==> config.mk <==
export PLATFORM = sky130hd
export DESIGN_NAME = alu_seq_flat
export DESIGN_NICKNAME = d
export VERILOG_FILES = /design/src/rtl/alu_pkg.sv /design/src/rtl/alu_seq_if.sv /design/src/rtl/alu_mul_seq.sv /design/src/rtl/alu_seq.sv /design/src/flat_wrapper.sv
export SDC_FILE = /design/constraint.sdc
export NUM_CORES = 1
export LEC_CHECK = 0
export CAP_MARGIN = 20
export CORE_MARGIN = 5
export CORE_UTILIZATION = 55
export CTS_CLUSTER_DIAMETER = 120
export DETAILED_ROUTE_END_ITERATION = 10
export PLACE_DENSITY = 0.92
export SKIP_LAST_GASP = 1
export SLEW_MARGIN = 20
export SYNTH_ARGS = -nofsm -noshare
export SYNTH_HDL_FRONTEND = slang
export SYNTH_HIERARCHICAL = 1
export SYNTH_SLANG_ARGS = --single-unit
==> constraint.sdc <==
create_clock -name clk -period 1.5 [get_ports clk]
set_clock_uncertainty 0.05 [all_clocks]
set_input_delay 0.225 -clock clk [delete_from_list [all_inputs] [get_ports clk]]
set_output_delay 0.225 -clock clk [all_outputs]
set_load 0.05 [all_outputs]
==> src/rtl/alu_pkg.sv <==
// alu_pkg: shared types for the handshaked sequential ALU.
//   alu_op_e    - 4-bit opcode encoding
//   alu_flags_t - packed status flags {z, n, c, v}
//   alu_state_e - control FSM states (BUSY only used when ALU_MUL_EN is defined)
package alu_pkg;

  localparam int unsigned OP_W = 4;

  typedef enum logic [OP_W-1:0] {
    OP_ADD  = 4'd0,
    OP_SUB  = 4'd1,
    OP_AND  = 4'd2,
    OP_OR   = 4'd3,
    OP_XOR  = 4'd4,
    OP_SLL  = 4'd5,
    OP_SRL  = 4'd6,
    OP_SRA  = 4'd7,
    OP_SLT  = 4'd8,
    OP_SLTU = 4'd9,
    OP_MUL  = 4'd10
  } alu_op_e;

  typedef struct packed {
    logic z;
    logic n;
    logic c;
    logic v;
  } alu_flags_t;

  typedef enum logic {
    ST_IDLE = 1'b0,
    ST_BUSY = 1'b1
  } alu_state_e;

endpackage

==> src/rtl/alu_seq_if.sv <==
// alu_seq_if: valid/ready operation port and result port of alu_seq.
//   master: issues operations (in_valid/in0/in1/op) and consumes results (out_ready)
//   slave : the ALU (in_ready, out_valid, out, flag_z/n/c/v)
interface alu_seq_if
  import alu_pkg::*;
#(
  parameter int unsigned N = 8
);

  logic          in_valid;
  logic          in_ready;
  logic [N-1:0]  in0;
  logic [N-1:0]  in1;
  alu_op_e       op;
  logic          out_valid;
  logic          out_ready;
  logic [N-1:0]  out;
  logic          flag_z;
  logic          flag_n;
  logic          flag_c;
  logic          flag_v;

  modport master (
    output in_valid, in0, in1, op, out_ready,
    input  in_ready, out_valid, out, flag_z, flag_n, flag_c, flag_v
  );

  modport slave (
    input  in_valid, in0, in1, op, out_ready,
    output in_ready, out_valid, out, flag_z, flag_n, flag_c, flag_v
  );

endinterface

==> src/rtl/alu_mul_seq.sv <==
// alu_mul_seq: N-cycle shift-add unsigned multiplier.
//   clk, rst_n - clock, async active-low reset
//   start      - load operands a, b (performs the first add/shift step)
//   done       - one-cycle pulse when product holds the final value
//   product    - 2N-bit product, held until the next start
module alu_mul_seq
  import alu_pkg::*;
#(
  parameter int unsigned N = 8
) (
  input  logic           clk,
  input  logic           rst_n,
  input  logic           start,
  input  logic [N-1:0]   a,
  input  logic [N-1:0]   b,
  output logic           done,
  output logic [2*N-1:0] product
);

  localparam int unsigned CW = $clog2(N);
  localparam int unsigned PW = 2 * N;

  logic [PW-1:0] acc;
  logic [PW-1:0] mcand;
  logic [N-1:0]  mplier;
  logic [CW-1:0] cnt;

  // Step 1 happens on the start edge so the product is final N-1 edges later;
  // done then lets the top load the result on the N-th edge after accept.
  always_ff @(posedge clk or negedge rst_n) begin
    if (!rst_n) begin
      acc    <= '0;
      mcand  <= '0;
      mplier <= '0;
      cnt    <= '0;
      done   <= 1'b0;
    end else if (start) begin
      acc    <= b[0] ? {N'(0), a} : '0;
      mcand  <= {N'(0), a} << 1;
      mplier <= b >> 1;
      cnt    <= CW'(N - 1);
      done   <= 1'b0;
    end else if (cnt != '0) begin
      acc    <= acc + (mplier[0] ? mcand : '0);
      mcand  <= mcand << 1;
      mplier <= mplier >> 1;
      cnt    <= cnt - CW'(1);
      done   <= (cnt == CW'(1));
    end else begin
      done   <= 1'b0;
    end
  end

  assign product = acc;

endmodule

==> src/rtl/alu_seq.sv <==
// alu_seq: handshaked ALU with a registered result and status flags.
//   clk, rst_n - clock, async active-low reset
//   bus        - alu_seq_if.slave: in_valid/in_ready/in0/in1/op operation port,
//                out_valid/out_ready/out/flag_z/n/c/v result port
// Build option: define ALU_MUL_EN to execute op MUL as an N-cycle shift-add
// multiply through the BUSY state; otherwise MUL behaves as an unknown opcode.
module alu_seq
  import alu_pkg::*;
#(
  parameter int unsigned N = 8
) (
  input  logic      clk,
  input  logic      rst_n,
  alu_seq_if.slave  bus
);

  localparam int unsigned SW = $clog2(N);

  logic [N-1:0]  a;
  logic [N-1:0]  b;
  logic [SW-1:0] sh;
  logic [N:0]    sum;
  logic [N:0]    diff;
  logic [N-1:0]  res_c;
  alu_flags_t    flg_c;

  logic [N-1:0]  out_q, out_n;
  alu_flags_t    flags_q, flags_n;
  logic          valid_q, valid_n;
  logic          in_ready;
  logic          fire_in;

  assign a  = bus.in0;
  assign b  = bus.in1;
  assign sh = b[SW-1:0];

  // Single-cycle datapath: result and flags for the offered operation.
  always_comb begin
    sum   = {1'b0, a} + {1'b0, b};
    diff  = {1'b0, a} - {1'b0, b};
    res_c = a;
    flg_c = '0;
    case (bus.op)
      OP_ADD: begin
        res_c   = sum[N-1:0];
        flg_c.c = sum[N];
        flg_c.v = (a[N-1] == b[N-1]) && (sum[N-1] != a[N-1]);
      end
      OP_SUB: begin
        res_c   = diff[N-1:0];
        flg_c.c = diff[N];
        flg_c.v = (a[N-1] != b[N-1]) && (diff[N-1] != a[N-1]);
      end
      OP_AND:  res_c = a & b;
      OP_OR:   res_c = a | b;
      OP_XOR:  res_c = a ^ b;
      OP_SLL:  res_c = a << sh;
      OP_SRL:  res_c = a >> sh;
      OP_SRA:  res_c = N'($signed(a) >>> sh);
      OP_SLT:  res_c = N'($signed(a) < $signed(b));
      OP_SLTU: res_c = N'(a < b);
      default: res_c = a;
    endcase
    flg_c.z = (res_c == '0);
    flg_c.n = res_c[N-1];
  end

`ifdef ALU_MUL_EN
  alu_state_e     state_q, state_n;
  logic           mul_start;
  logic           mul_done;
  logic [2*N-1:0] product;

  assign in_ready = (state_q == ST_IDLE) && (!valid_q || bus.out_ready);

  alu_mul_seq #(.N(N)) u_mul (
    .clk     (clk),
    .rst_n   (rst_n),
    .start   (mul_start),
    .a       (a),
    .b       (b),
    .done    (mul_done),
    .product (product)
  );
`else
  assign in_ready = !valid_q || bus.out_ready;
`endif

  assign fire_in = bus.in_valid && in_ready;

  // Next-state: drain clears valid; an accept (or multiply completion) reloads it.
  always_comb begin
    out_n   = out_q;
    flags_n = flags_q;
    valid_n = valid_q && !bus.out_ready;
`ifdef ALU_MUL_EN
    state_n   = state_q;
    mul_start = 1'b0;
    if (state_q == ST_IDLE) begin
      if (fire_in) begin
        if (bus.op == OP_MUL) begin
          state_n   = ST_BUSY;
          mul_start = 1'b1;
        end else begin
          out_n   = res_c;
          flags_n = flg_c;
          valid_n = 1'b1;
        end
      end
    end else if (mul_done) begin
      state_n   = ST_IDLE;
      out_n     = product[N-1:0];
      flags_n.z = (product[N-1:0] == '0);
      flags_n.n = product[N-1];
      flags_n.c = |product[2*N-1:N];
      flags_n.v = 1'b0;
      valid_n   = 1'b1;
    end
`else
    if (fire_in) begin
      out_n   = res_c;
      flags_n = flg_c;
      valid_n = 1'b1;
    end
`endif
  end

  // State and output registers.
  always_ff @(posedge clk or negedge rst_n) begin
    if (!rst_n) begin
      out_q   <= '0;
      flags_q <= '0;
      valid_q <= 1'b0;
`ifdef ALU_MUL_EN
      state_q <= ST_IDLE;
`endif
    end else begin
      out_q   <= out_n;
      flags_q <= flags_n;
      valid_q <= valid_n;
`ifdef ALU_MUL_EN
      state_q <= state_n;
`endif
    end
  end

  assign bus.in_ready  = in_ready;
  assign bus.out_valid = valid_q;
  assign bus.out       = out_q;
  assign bus.flag_z    = flags_q.z;
  assign bus.flag_n    = flags_q.n;
  assign bus.flag_c    = flags_q.c;
  assign bus.flag_v    = flags_q.v;

endmodule
==> src/flat_wrapper.sv <==
// flat-port wrapper written by rule: the top's interface ports become plain ports
module alu_seq_flat import alu_pkg::*;
#(
  parameter int unsigned N = 8
)
  (clk, rst_n, bus_in_valid, bus_in0, bus_in1, bus_op, bus_out_ready, bus_in_ready, bus_out_valid, bus_out, bus_flag_z, bus_flag_n, bus_flag_c, bus_flag_v);
  alu_seq_if #(.N(N)) bus_i ();
  input  logic clk;
  input  logic rst_n;
  input wire logic [$bits(bus_i.in_valid)-1:0] bus_in_valid;
  input wire logic [$bits(bus_i.in0)-1:0] bus_in0;
  input wire logic [$bits(bus_i.in1)-1:0] bus_in1;
  input wire logic [$bits(bus_i.op)-1:0] bus_op;
  input wire logic [$bits(bus_i.out_ready)-1:0] bus_out_ready;
  output wire logic [$bits(bus_i.in_ready)-1:0] bus_in_ready;
  output wire logic [$bits(bus_i.out_valid)-1:0] bus_out_valid;
  output wire logic [$bits(bus_i.out)-1:0] bus_out;
  output wire logic [$bits(bus_i.flag_z)-1:0] bus_flag_z;
  output wire logic [$bits(bus_i.flag_n)-1:0] bus_flag_n;
  output wire logic [$bits(bus_i.flag_c)-1:0] bus_flag_c;
  output wire logic [$bits(bus_i.flag_v)-1:0] bus_flag_v;
  assign bus_i.in_valid = bus_in_valid;
  assign bus_i.in0 = bus_in0;
  assign bus_i.in1 = bus_in1;
  assign bus_i.op = bus_op;
  assign bus_i.out_ready = bus_out_ready;
  assign bus_in_ready = bus_i.in_ready;
  assign bus_out_valid = bus_i.out_valid;
  assign bus_out = bus_i.out;
  assign bus_flag_z = bus_i.flag_z;
  assign bus_flag_n = bus_i.flag_n;
  assign bus_flag_c = bus_i.flag_c;
  assign bus_flag_v = bus_i.flag_v;
  alu_seq #(.N(N)) u_core (.clk(clk), .rst_n(rst_n), .bus(bus_i));
endmodule
==> results.cfg, run 1 <==
[run_status]
outcome = did not finish
lastStage = clock tree synthesis (4_1_cts)
error = [ERROR DPL-0033] detailed placement checks failed during check placement.

[synth]
ys_seq_elements = 12
synth_top_area_cell = ha_1
synth-edff-count = 0
yosysSeqAreaShare_pct = 12.6
async_reset_ff_share_pct = 100
netlist_area_mm2 = 0.00239
synth_warnings = 6
synthTopCellsByArea = ha_1, dfrtp_1, mux4_2
yosysUniqueCellTypes = 66
syn-num-nets = 353
synth_flop_cell = dfrtp_1
syn_area_per_cell_um2 = 7.91
synthCells = 302
synth_top_area_share_pct = 13.1

[cts]
h-tree-depth = 1
cts_resized = 172
cts_made_buffers = 3
holdBufCountCts = 0
clockBufferDepth = 2
cts_root_buf = clkbuf_8
clock_sinks = 12
postCtsSetupRepairBufs = 20

[floorplan]
num_rows = 24
start_util_pct = 55.7
io_pins = 38
die_w_um = 75.9
die_height_um = 75.9

[place]
port_buffers = 37
hpwl_mm = 8.08
gp_congestion = 1.08
postPlaceCellArea_mm2 = 0.00368
[per-stage QoR]
step | instances | hold WS (ps) | worst slack [ps]
after floorplan | 302 | -121 | -520
after global placement | 462 | 481 | -1220
after detailed placement | 462 | 501 | -1340
[synthesized netlist by cell type (all sizes together) (5+ instances only)]
cell type  number
a31oi           6
o22ai           5
a21oi          12
ha             25
nand3b          5
mux2            6
nor2b           5
dfrtp          12
mux2i           7
mux4            8
nor3            7
inv            24
a22oi           5
nor2           19
clkbuf          7
o21ai          19
nand2          25
a211oi          6
nand2b          9
buf            17
[logic make-up after synthesis]
| logic type | Yosys count | share of synthesized area [%] |
|---|---|---|
| and+or+nand+nor | 96 | 21.7 |
| xor gates and xnor gates | 3 | 1.10 |
| adders and majority gates | 27 | 14.8 |
| buffers and inverters | 48 | 8.95 |
| muxes | 21 | 13.3 |
| AOI/OAI and AO/OA | 95 | 27.6 |
| DFF | 12 | 12.6 |
==> run 2, diff against run 1 <==
CORE_UTILIZATION = 40   (was 55)
CTS_CLUSTER_DIAMETER = default   (was 120)
PLACE_DENSITY = default   (was 0.92)
PLACE_DENSITY_LB_ADDON = 0.15   (was default)
==> run 2 against run 1 <==
The flow now finishes, with violations (setup timing). Synthesized cell count unchanged. Synthesized area did not move.
==> results.cfg, run 2 <==
[sta]
slew_viol_final = 0
tns_ps = -4600
worstMarginPinSlew_ps = 446
timing.final.crit_share_pct = 136
relSlewSlack_pct = 69.9
setup_violations = 11
post-route-min-period_ps = 2040
fin_hold_ws_ps = 240
rsz0062_at_grt = true
hold_viol = 0
setup_ws_ps = -535
clock.fmax_mhz = 491

[global_routing]
antenna_found_initial = 0
grt_pass1_wl_mm = 16.5
grt_pass1_vias = 3134
grt-ovfl-total = 0
grt_max_degree = 18
track_usage_pct = 27.6

[synth]
yosysSeqAreaShare_pct = 12.6
ys_seq_elements = 12
netlist_area_mm2 = 0.00239
synth-simple-area-share_pct = 21.7
synth_flop_cell = dfrtp_1
synthMuxAreaShare_pct = 13.3
synth_top_family_by_area = compound AO/OA/AOI/OAI gates
syn-num-nets = 353
yosys.area_share.adder_pct = 14.8
syn_area_per_cell_um2 = 7.91
async_reset_ff_share_pct = 100
synthCells = 302
synth_top_area_share_pct = 13.1
yosysUniqueCellTypes = 66
synthTopCellsByArea = ha_1, dfrtp_1, mux4_2
synth_warnings = 6
synth_compound_area_share_pct = 27.6
synth_top_area_cell = ha_1
synthXorXnorAreaFrac_pct = 1.10
synthTopCellsByCount = ha_1, nand2_1, inv_1
synth-edff-count = 0

[drt]
via_count = 3244
drt_iter0_drc = 387
avgViaCountPerCell = 6.14
drt-wirelength-per-cell_um = 20.5
ant_nets = 0
wl_mm = 10.8
drc = 0
first_pass_iters = 5

[floorplan]
die_height_um = 87.3
core_mm2 = 0.00585
io_pins = 38
die_area_mm2 = 0.00762
die_w_um = 87.3
start_util_pct = 40.8
num_rows = 28

[run_status]
outcome = complete, but fails checks
failed_checks = setup timing

[layout]
fill_cells = 352
drive_above_1_share_pct = 61.8
layout_commonest_cell = buf_4
nNetsFinal = 505
diodes = 0
largest_reg_flops = 8
final_cell_mix = buf_4, buf_6, nor2_1, nand2_1, buf_12
fin_util_pct = 78.8
syn2layout_area_growth_pct = 92.8
final-instance-count-excl-fill = 528

[place]
dp_slack_ps = -1380
gp_congestion = 0.985
hpwl_mm = 7.16
placed_cells = 488
port_buffers = 37

[cts]
clk_pin_slew_worst_paths_ps = 50
clock_sinks = 12
cts_root_buf = clkbuf_8
clockBufferDepth = 2
clkLatencyLatePin_ps = 240
cts_made_buffers = 3
holdBufCountCts = 0
cts_tree = built
h-tree-depth = 1

[critical_path]
critPathBufInv = 4
cp-start-kind = primary input
crit_top_cell = o22ai_2
ff2ff_setup_slack_ps = 80
endpoint_kind = flop
cp_num_cells = 13
cp_slowest_cell = fa_2
cp_cell_sequence = buf_8 > inv_6 > ha_4 > inv_2 > fa_2 > nor3b_4 > nor3_4 > o31ai_2 > buf_4 > xnor2_2 > o22ai_2 > o22ai_2 > a41o_1
slowest_delay_ps = 350
path_max_fanout = 3
reg2reg_depth = 6
crit_arrival_ps = 2110
worstPathRequired_ps = 1570
critical_path_class = in2reg
path_delay_family = compound AO/OA/AOI/OAI gates

[power]
irDropWorstVdd_mv = 0.677
combPwrFrac_pct = 71.3
p_leak_uw = 0.00204
clkPwrFrac_pct = 11.8
switching_share_pct = 41.4
intPower_uw = 1470
seq_power_share_pct = 16.9
netSwitchingPower_uw = 1040
p_per_area_mw_per_mm2 = 546

[flow_run]
maxCapViolations = 0

[hold_path]
hold_class = in2async
[run 2: logic make-up (layout without fill, tap and decap cells)]
kind of cell,after synthesis,in the layout
muxes,21,21
and+or+nand+nor,96,96
AOI/OAI and AO/OA,95,95
DFF,12,12
buffers and inverters,48,199
adders and majority gates,27,27
xor gates and xnor gates,3,3
[run 2: layer usage]
metal	share of wire, %	track usage, %	vias up
li1	-	-	1431
met1	39	35.9	1548
met2	47	46.2	215
met3	9.2	4.26	50
met4	4.5	9.76	0
met5	0	0	-
[run 2: cell type report]
cell class / instances / area (um^2) / area share, %
Inverter: 24 / 106 / 2.31
Multi-Input combinational cell: 242 / 2410 / 52.3
Tap cell: 75 / 93.8 / 2.04
Clock buffer: 4 / 45.0 / 0.977
Sequential cell: 12 / 302 / 6.54
Timing Repair Buffer: 171 / 1650 / 35.8
[run 2: timing repair]
action | CTS | global route
gates cloned | 4 | 0
setup buffers | 28 | 7
endpoints found under the setup margin | 11 | 11
gates resized for setup | 177 | 29
pin swaps | 58 | 25
[run 2: worst paths after layout]
kind	end	start
min in group clk	u_core/bus.out[1]$_DFFE_PN0P_	u_core/bus.out[1]$_DFFE_PN0P_
max reg2reg	u_core/bus.flag_z$_DFFE_PN0P_	u_core/bus.out_valid$_DFF_PN0_
max in group asynchronous	u_core/bus.out_valid$_DFF_PN0_	rst_n
max	u_core/bus.flag_z$_DFFE_PN0P_	bus_in0[0]
min	u_core/bus.out_valid$_DFF_PN0_	rst_n
min reg2reg	u_core/bus.out[1]$_DFFE_PN0P_	u_core/bus.out[1]$_DFFE_PN0P_
[run 2: metrics by stage]
step	power [uW]	instance area [um^2]
floorplan	1150	2550
finish	2520	4610
global route	2620	4610
global placement	1830	3740
detailed placement	1840	3740
CTS	2390	4460
[run 2: power groups by stage]
stage	logic, uW	registers [uW]	clock network [uW]
3_3_place_gp	1400	428	0
2_1_floorplan	589	563	0
6_report	1800	424	297
5_1_grt	1870	428	319
4_1_cts	1670	425	302
3_5_place_dp	1410	431	0
No activity file was read; power rests on OpenSTA's default activity.
==> run 3, diff against run 2 <==
--- a/constraint.sdc
+++ b/constraint.sdc
@@ -3,3 +3,3 @@
 set_input_delay 0.225 -clock clk [delete_from_list [all_inputs] [get_ports clk]]
 set_output_delay 0.225 -clock clk [all_outputs]
-set_load 0.05 [all_outputs]
+set_load 0.02 [all_outputs]
==> run 3 against run 2 <==
The flow still finishes with violations (setup timing). Largest power group unchanged. Fmax down 1.4%. Utilization down 6.1 points. Flip-flop and latch count unchanged. Combinational power down 21%. Cell count fell by 4.5%. First-iteration DRC count shrank 34%. Critical path type unchanged. Critical path depth did not move. Global-route usage shrank 2.6 points. Sequential share of layout area up 0.52 points. Clock power rose by 19%. Via count down 7.6%. Total power fell by 14%.
==> results.cfg, run 3 (same netlist as run 2, synthesis figures left out) <==
[run_status]
outcome = complete, but fails checks
failed_checks = setup timing

[place]
dp_slack_ps = -1320
postPlaceCellArea_mm2 = 0.00356
port_buffers = 37
gp_congestion = 0.906
hpwl_mm = 6.90

[floorplan]
io_pins = 38
num_rows = 28
die_height_um = 87.3
die_w_um = 87.3
die_area_mm2 = 0.00762
start_util_pct = 40.8
core_mm2 = 0.00585

[drt]
first_pass_iters = 5
drt_iter0_drc = 254
drt-wirelength-per-cell_um = 18.8
wl_mm = 9.45
drc = 0
via_count = 2997
avgViaCountPerCell = 5.95
ant_nets = 0

[layout]
nNetsFinal = 481
diodes = 0
post-route-cell-area_mm2 = 0.00425
layout_commonest_cell = buf_4
fill_cells = 432
final_cell_mix = buf_4, nand2_1, nor2_1, buf_6, inv_2
syn2layout_area_growth_pct = 78.0
drive_above_1_share_pct = 56.4
largest_reg_flops = 8

[critical_path]
cp-start-kind = primary input
crit_arrival_ps = 2140
reg2reg_depth = 6
r2r-start = u_core/bus.out_valid$_DFF_PN0_
worstPathRequired_ps = 1580
endpoint_kind = flop
ff2ff_setup_slack_ps = -20
critical_path_class = in2reg
path_max_fanout = 3
worstReg2RegEnd = u_core/bus.flag_z$_DFFE_PN0P_

[cts]
cts_root_buf = clkbuf_8
cts_made_buffers = 3
clock_sinks = 12
clkLatencyLatePin_ps = 240
h-tree-depth = 1
cts_tree = built
clockBufferDepth = 2
clk_pin_slew_worst_paths_ps = 50

[global_routing]
antenna_found_initial = 0
grt_pass1_vias = 2941
track_usage_pct = 25.0
grt_pass1_wl_mm = 15.1
grt-ovfl-total = 0
grt_max_degree = 18

[sta]
setup_ws_ps = -563
relSlewSlack_pct = 61.6
post-route-min-period_ps = 2060
clock.fmax_mhz = 485
worstMarginPinSlew_ps = 574
hold_viol = 0
tns_ps = -4210
timing.final.crit_share_pct = 138
rsz0062_at_grt = true
fin_hold_ws_ps = 302
setup_violations = 11
slew_viol_final = 0

[power]
irDropWorstVdd_mv = 0.578
p_per_area_mw_per_mm2 = 512
p_leak_uw = 0.00191
finalPower_uw = 2180

[flow_run]
maxCapViolations = 0

[hold_path]
hold_class = in2async
run 3: layout make-up:
class,count,area [um^2],share of cell area (%)
repair buffers,147,1280,30.0
well taps,75,93.8,2.21
inverters,24,104,2.44
clock buffers,4,55.1,1.29
multi-input cells,242,2420,57.0
flip-flops and latches,12,300,7.06
run 3: where the power goes:
part,switching (uW),total (uW),internal (uW)
sequential,23.2,393,370
combinational,706,1430,724
clock,122,354,232
run 3: worst max-delay path by stage:
stage / endpoint / startpoint
floorplan: u_core/bus.flag_z$_DFFE_PN0P_ / bus_in1[2]
global placement: u_core/bus.flag_z$_DFFE_PN0P_ / bus_in1[0]
detailed placement: u_core/bus.flag_z$_DFFE_PN0P_ / bus_in1[0]
CTS: u_core/bus.flag_z$_DFFE_PN0P_ / bus_in0[0]
global route: u_core/bus.flag_z$_DFFE_PN0P_ / bus_in0[0]
finish: u_core/bus.flag_z$_DFFE_PN0P_ / bus_in0[0]
run 3: stage by stage:
stage | utilization, % | std cells
global route | 72.7 | 504
global placement | 60.8 | 481
finish | 72.7 | 504
CTS | 69.9 | 496
detailed placement | 60.8 | 481
floorplan | - | 302
run 3: what timing repair did:
action | in CTS | in global routing
endpoints found under the setup margin | 12 | 20
gates cloned | 1 | 0
pin swaps | 56 | 36
hold endpoints to repair | 0 | 0
resized for setup | 176 | 37
hold buffers | 0 | 0
setup buffers | 11 | 9
run 3: per-layer routing:
metal,track usage (%),wire length [um],vias up
met3,3.12,619,33
li1,-,-,1389
met1,32.3,3780,1417
met4,9.34,386,0
met2,42.5,4670,158
met5,0,0,-
run 3: critical path, stage by stage:
cell      delay [ps]
buf_8            100
clkinv_4          40
ha_4             120
inv_2             40
fa_2             380
nor3b_2          160
nor3_2           220
buf_4            160
a221o_1          150
nand2_2           70
a41oi_2          190
nor4_2            60
a41o_1           230
